**src/rtl/omsp_spm_protect_ctrl.sv**
```systemverilog
// rtl/omsp_spm_protect_ctrl.sv - SPM create/destroy request sequencer
// Latches the layout, validates it against the array, issues one update strobe, returns a result.
module omsp_spm_protect_ctrl #(
  parameter int NB_SPMS = 4,
  parameter int ID_W    = 16
) (
  input  logic               mclk,
  input  logic               puc_rst,
  input  logic               req_protect,
  input  logic               req_unprotect,
  input  logic [15:0]        r12,
  input  logic [15:0]        r13,
  input  logic [15:0]        r14,
  input  logic [15:0]        r15,
  input  logic [NB_SPMS-1:0] spms_enabled,
  input  logic [NB_SPMS-1:0] spms_overlap,
  input  logic               violation,
  output logic [15:0]        lay_pub_start,
  output logic [15:0]        lay_pub_end,
  output logic [15:0]        lay_sec_start,
  output logic [15:0]        lay_sec_end,
  output logic               update_spm,
  output logic               enable_spm,
  output logic [ID_W-1:0]    spm_id,
  output logic               busy,
  output logic               done,
  output logic [ID_W-1:0]    result
);

  localparam logic [1:0] S_IDLE     = 2'd0;
  localparam logic [1:0] S_VALIDATE = 2'd1;
  localparam logic [1:0] S_COMMIT   = 2'd2;
  localparam logic [1:0] S_DONE     = 2'd3;

  logic [1:0]      state;
  logic            op_protect;
  logic [ID_W-1:0] next_id;
  logic [ID_W-1:0] result_q;
  logic            layout_ok;
  logic            ok;

  always_comb begin
    layout_ok = (lay_pub_start < lay_pub_end) &&
                (lay_sec_start <= lay_sec_end) &&
                ((lay_sec_end <= lay_pub_start) || (lay_sec_start >= lay_pub_end)) &&
                (~&spms_enabled) && (~|spms_overlap);
    ok = op_protect ? layout_ok : 1'b1;
  end

  always_ff @(posedge mclk or posedge puc_rst) begin
    if (puc_rst) begin
      state         <= S_IDLE;
      op_protect    <= 1'b0;
      next_id       <= ID_W'(1);
      result_q      <= '0;
      lay_pub_start <= '0;
      lay_pub_end   <= '0;
      lay_sec_start <= '0;
      lay_sec_end   <= '0;
    end else begin
      case (state)
        S_IDLE: begin
          if (req_protect ^ req_unprotect) begin
            lay_pub_start <= r12;
            lay_pub_end   <= r13;
            lay_sec_start <= r14;
            lay_sec_end   <= r15;
            op_protect    <= req_protect;
            state         <= S_VALIDATE;
          end else if (req_protect && req_unprotect) begin
            result_q <= '0;
            state    <= S_DONE;
          end
        end
        S_VALIDATE: begin
          if (ok && !violation) begin
            state <= S_COMMIT;
          end else begin
            result_q <= '0;
            state    <= S_DONE;
          end
        end
        S_COMMIT: begin
          result_q <= op_protect ? next_id : ID_W'(1);
          // ID 0 means failure, so the counter skips it on wrap
          if (op_protect) begin
            next_id <= (next_id == {ID_W{1'b1}}) ? ID_W'(1) : next_id + ID_W'(1);
          end
          state <= S_DONE;
        end
        default: state <= S_IDLE;
      endcase
    end
  end

  assign update_spm = (state == S_COMMIT);
  assign enable_spm = update_spm & op_protect;
  assign spm_id     = update_spm ? next_id : '0;
  assign busy       = (state != S_IDLE);
  assign done       = (state == S_DONE);
  assign result     = done ? result_q : '0;

endmodule

```
**config.mk**
```make
export PLATFORM = sky130hd
export DESIGN_NAME = omsp_spm_protect_ctrl
export DESIGN_NICKNAME = d
export VERILOG_FILES = /design/src/rtl/omsp_spm_protect_ctrl.sv
export SDC_FILE = /design/constraint.sdc
export NUM_CORES = 1
export LEC_CHECK = 0
export CAP_MARGIN = 20
export CORE_MARGIN = 2
export CORE_UTILIZATION = 25
export DETAILED_ROUTE_END_ITERATION = 10
export SYNTH_ARGS = -nofsm -noshare
export SYNTH_HDL_FRONTEND = slang
export SYNTH_SLANG_ARGS = --single-unit
```
**constraint.sdc**
```tcl
create_clock -name mclk -period 3.1 [get_ports mclk]
set_input_delay 0.62 -clock mclk [delete_from_list [all_inputs] [get_ports mclk]]
set_output_delay 0.62 -clock mclk [all_outputs]
set_load 0.005 [all_outputs]
```
==> impl_metrics.yaml <==
setup_path:
  crit_type: "reg2reg"
  cpPeakStageDelay_ns: 0.53
  cp_data_required_time_ns: 3.39
  crit_chain: "inv_1 > ha_1 > a21oi_1 > o21ai_0 > a221o_1 > a211oi_1 > a41oi_1 > or4b_4 > o211ai_2 > buf_4 > a22o_1"
  crit_fanout: 15
  endpoint_kind: "flop"
  reg2reg_from: "lay_sec_end[5]$_DFFE_PP0P_"
  cp-start-kind: "flop"
  slowest_stage: "or4b_4"
  worstPathArrival_ns: 3.09
  worstSetupStartpoint: "lay_sec_end[5]$_DFFE_PP0P_"
cts:
  numCtsBuffers: 9
  htree_levels: 3
  clk_path_buf_depth: 2
  path_clk_slew_ns: 0.07
  cts_resized: 0
  cts_setup_buffers: 0
  cts_sinks: 99
  cts_hold_buf: 0
  cts_tree: "yes"
  clockRootBuffer: "clkbuf_16"
  worstSkewPairLatency_ns: 0.35
power_and_ir_drop:
  powerDensity_nw_per_um2: 922.2
  comb_power_share_pct: 53.4
  share_seq_of_total_power_pct: 31.3
  p_int_w: 0.004644
  p_clk_share_pct: 15.3
  p_leak_nw: 3.670
  vdd_drop_max_mv: 0.3608
  p_sw_w: 0.002894
  switching_share_pct: 38.39
timing:
  max_freq_ghz: 0.3572
  totalNegativeSetupSlack_ns: 0
  fin_crit_sh_pct: 90.31
  drv_slew: 0
  report.final.hold_viol_count: 0
  whs_ns: 0.5126
  finalCriticalPeriod_ns: 2.799
  worst_slew_pin_slew_ns: 0.7524
  skew_ns: 0.009213
  setup_viol: 0
  postLayoutSetupSlackWorst_ns: 0.3005
  relSlewSlack_pct: 49.73
  rsz0062_at_grt: "no"
floorplanning:
  rows: 55
  dieArea_um2: 24090
  fp.dieH_um: 155.2
  die_x_um: 155.2
  initial_core_util_pct: 25.33
  core_um2: 22570
  io_pins: 177
yosys:
  synth_most_common_cell: "dfrtp_1"
  netlist_instances: 528
  yosysWarningCount: 0
  synth_top_flop_cell: "dfrtp_1"
  synth-seq-cells: 99
  synth_seq_area_share_pct: 43.36
  synth.avg_cell_area_um2: 10.83
  synth_edf_count: 0
  synthesis.area_um2: 5717
  synth.net_count: 675
  netlist.area_leader.share_pct: 42.90
  synth_top_area_cell: "dfrtp_1"
  synth.distinct_cells: 44
  yosys-top-cells-area: "dfrtp_1 43%, ha_1 15%, mux2_2 13%"
  synthArstFlopShare_pct: 100.0
  synth_common_cells: "98 x dfrtp_1, 70 x ha_1, 64 x mux2_2"
hold_path:
  min_from: "result_q[14]$_DFFE_PP0P_"
  hold_path.class: "reg2reg"
drt:
  dr_total_vias: 4478
  first_iter_violations: 192
  wl_per_cell_um: 16.22
  drc: 0
  routed_wl_mm: 16.23
  firstDrtPassIters: 4
  routed_via_density: 4.474
  postRouteAntennaNets: 0
run:
  cap_violations: 0
outcome:
  status: "finished, final reports clean"
grt:
  grt_util_all_layers_pct: 13.75
  grt_pass1_wl_mm: 25.54
  grt_pass1_vias: 4542
  grt_overflow: 0
  grt_antenna_before_repair: 0
  grt_max_degree: 44
final_layout:
  fin_area_um2: 8174
  final_cells: 1001
  syn_to_final_growth_pct: 42.99
  final_layout_size_suffix_gt1_share_pct: 13.71
  layout.nets: 858
place:
  routabilityCongestion: 0.7809
  io_buffer_count: 176
  hpwl_mm: 13.01
  pre_cts_ws_ns: 0.3111
  place_area_um2: 7871
  dp.cells: 985
==> stage by stage <==
step | utilization (%) | power (W)
2_1_floorplan | - | 0.004515
3_3_place_gp | 34.87 | 0.006377
3_5_place_dp | 34.87 | 0.006457
6_report | 36.21 | 0.007538
5_1_grt | 36.20 | 0.008293
4_1_cts | 36.20 | 0.007665
==> sequential cells by signal, indices dropped and copies added, names as in the netlist <==
| signal | cells |
|---|---|
| result_q | 16 |
| lay_pub_end | 16 |
| lay_sec_start | 16 |
| state | 2 |
| next_id | 16 |
| lay_pub_start | 16 |
| op_protect | 1 |
| lay_sec_end | 16 |
==> power by group through the flow <==
stage	registers, W	clock network [W]	logic (W)
2_1_floorplan	0.00224	0	0.00227
3_3_place_gp	0.00238	0	0.00400
3_5_place_dp	0.00239	0	0.00406
4_1_cts	0.00237	0.00120	0.00409
5_1_grt	0.00245	0.00124	0.00460
6_report	0.00236	0.00115	0.00403
==> area by class of cell <==
class / count / area [um^2]
Multi-Input combinational cell: 358 / 2948
Timing Repair Buffer: 185 / 1867
Fill cell: 2252 / 14400
Antenna cell: 1 / 2.502
Clock inverter: 5 / 61.31
Inverter: 58 / 221.5
Tap cell: 285 / 356.6
Sequential cell: 99 / 2479
Clock buffer: 10 / 239.0
==> path summary, 6_finish.rpt <==
kind	cells past startpoint	slack, ns	to
worst max-delay path	11	0.30	result_q[6]$_DFFE_PP0P_
worst min-delay path	1	0.51	result_q[14]$_DFFE_PP0P_
worst max register to register	11	0.30	result_q[6]$_DFFE_PP0P_
worst min register to register	1	0.51	result_q[14]$_DFFE_PP0P_
max in group asynchronous	3	1.68	lay_sec_end[5]$_DFFE_PP0P_
min in group asynchronous	2	0.77	state[1]$_DFFE_PP0P_
==> kinds of logic after synthesis <==
group / synth area share, %
DFF: 43.36
adders and majority gates: 15.32
xor gates and xnor gates: 1.532
buffers and inverters: 5.121
muxes: 12.61
AOI/OAI and AO/OA: 9.981
and+or+nand+nor: 12.08
==> critical path, delay by kind of cell (launching register included) <==
| kind | cells | cell delay (ns) |
|---|---|---|
| adder cells (fa/ha/maj) | 1 | 0.28 |
| AND/OR/NAND/NOR | 1 | 0.53 |
| buffers and inverters | 2 | 0.29 |
| AO/OA/AOI/OAI | 7 | 1.20 |
| flip-flops | 1 | 0.40 |
==> per-layer routing <==
layer | up-vias | global-route usage (%) | wire length [um]
li1 | 2230 | - | -
met1 | 2130 | 18.73 | 7626
met2 | 99 | 22.05 | 7508
met3 | 19 | 2.423 | 784
met4 | 0 | 4.806 | 313
met5 | - | 0 | 0
==> layout by cell type (no fill, tap or decap), drive strengths merged, types with 6 or more instances in the layout <==
cell	count
clkdlybuf4s50	176
dfrtp	98
ha	70
mux2	64
inv	58
and2	35
nand2	31
a21oi	28
o21ai	21
nor2	16
nand4	15
a22o	15
clkbuf	10
buf	9
a21o	6
xnor2	6
No activity file was read; power rests on OpenSTA's default activity.
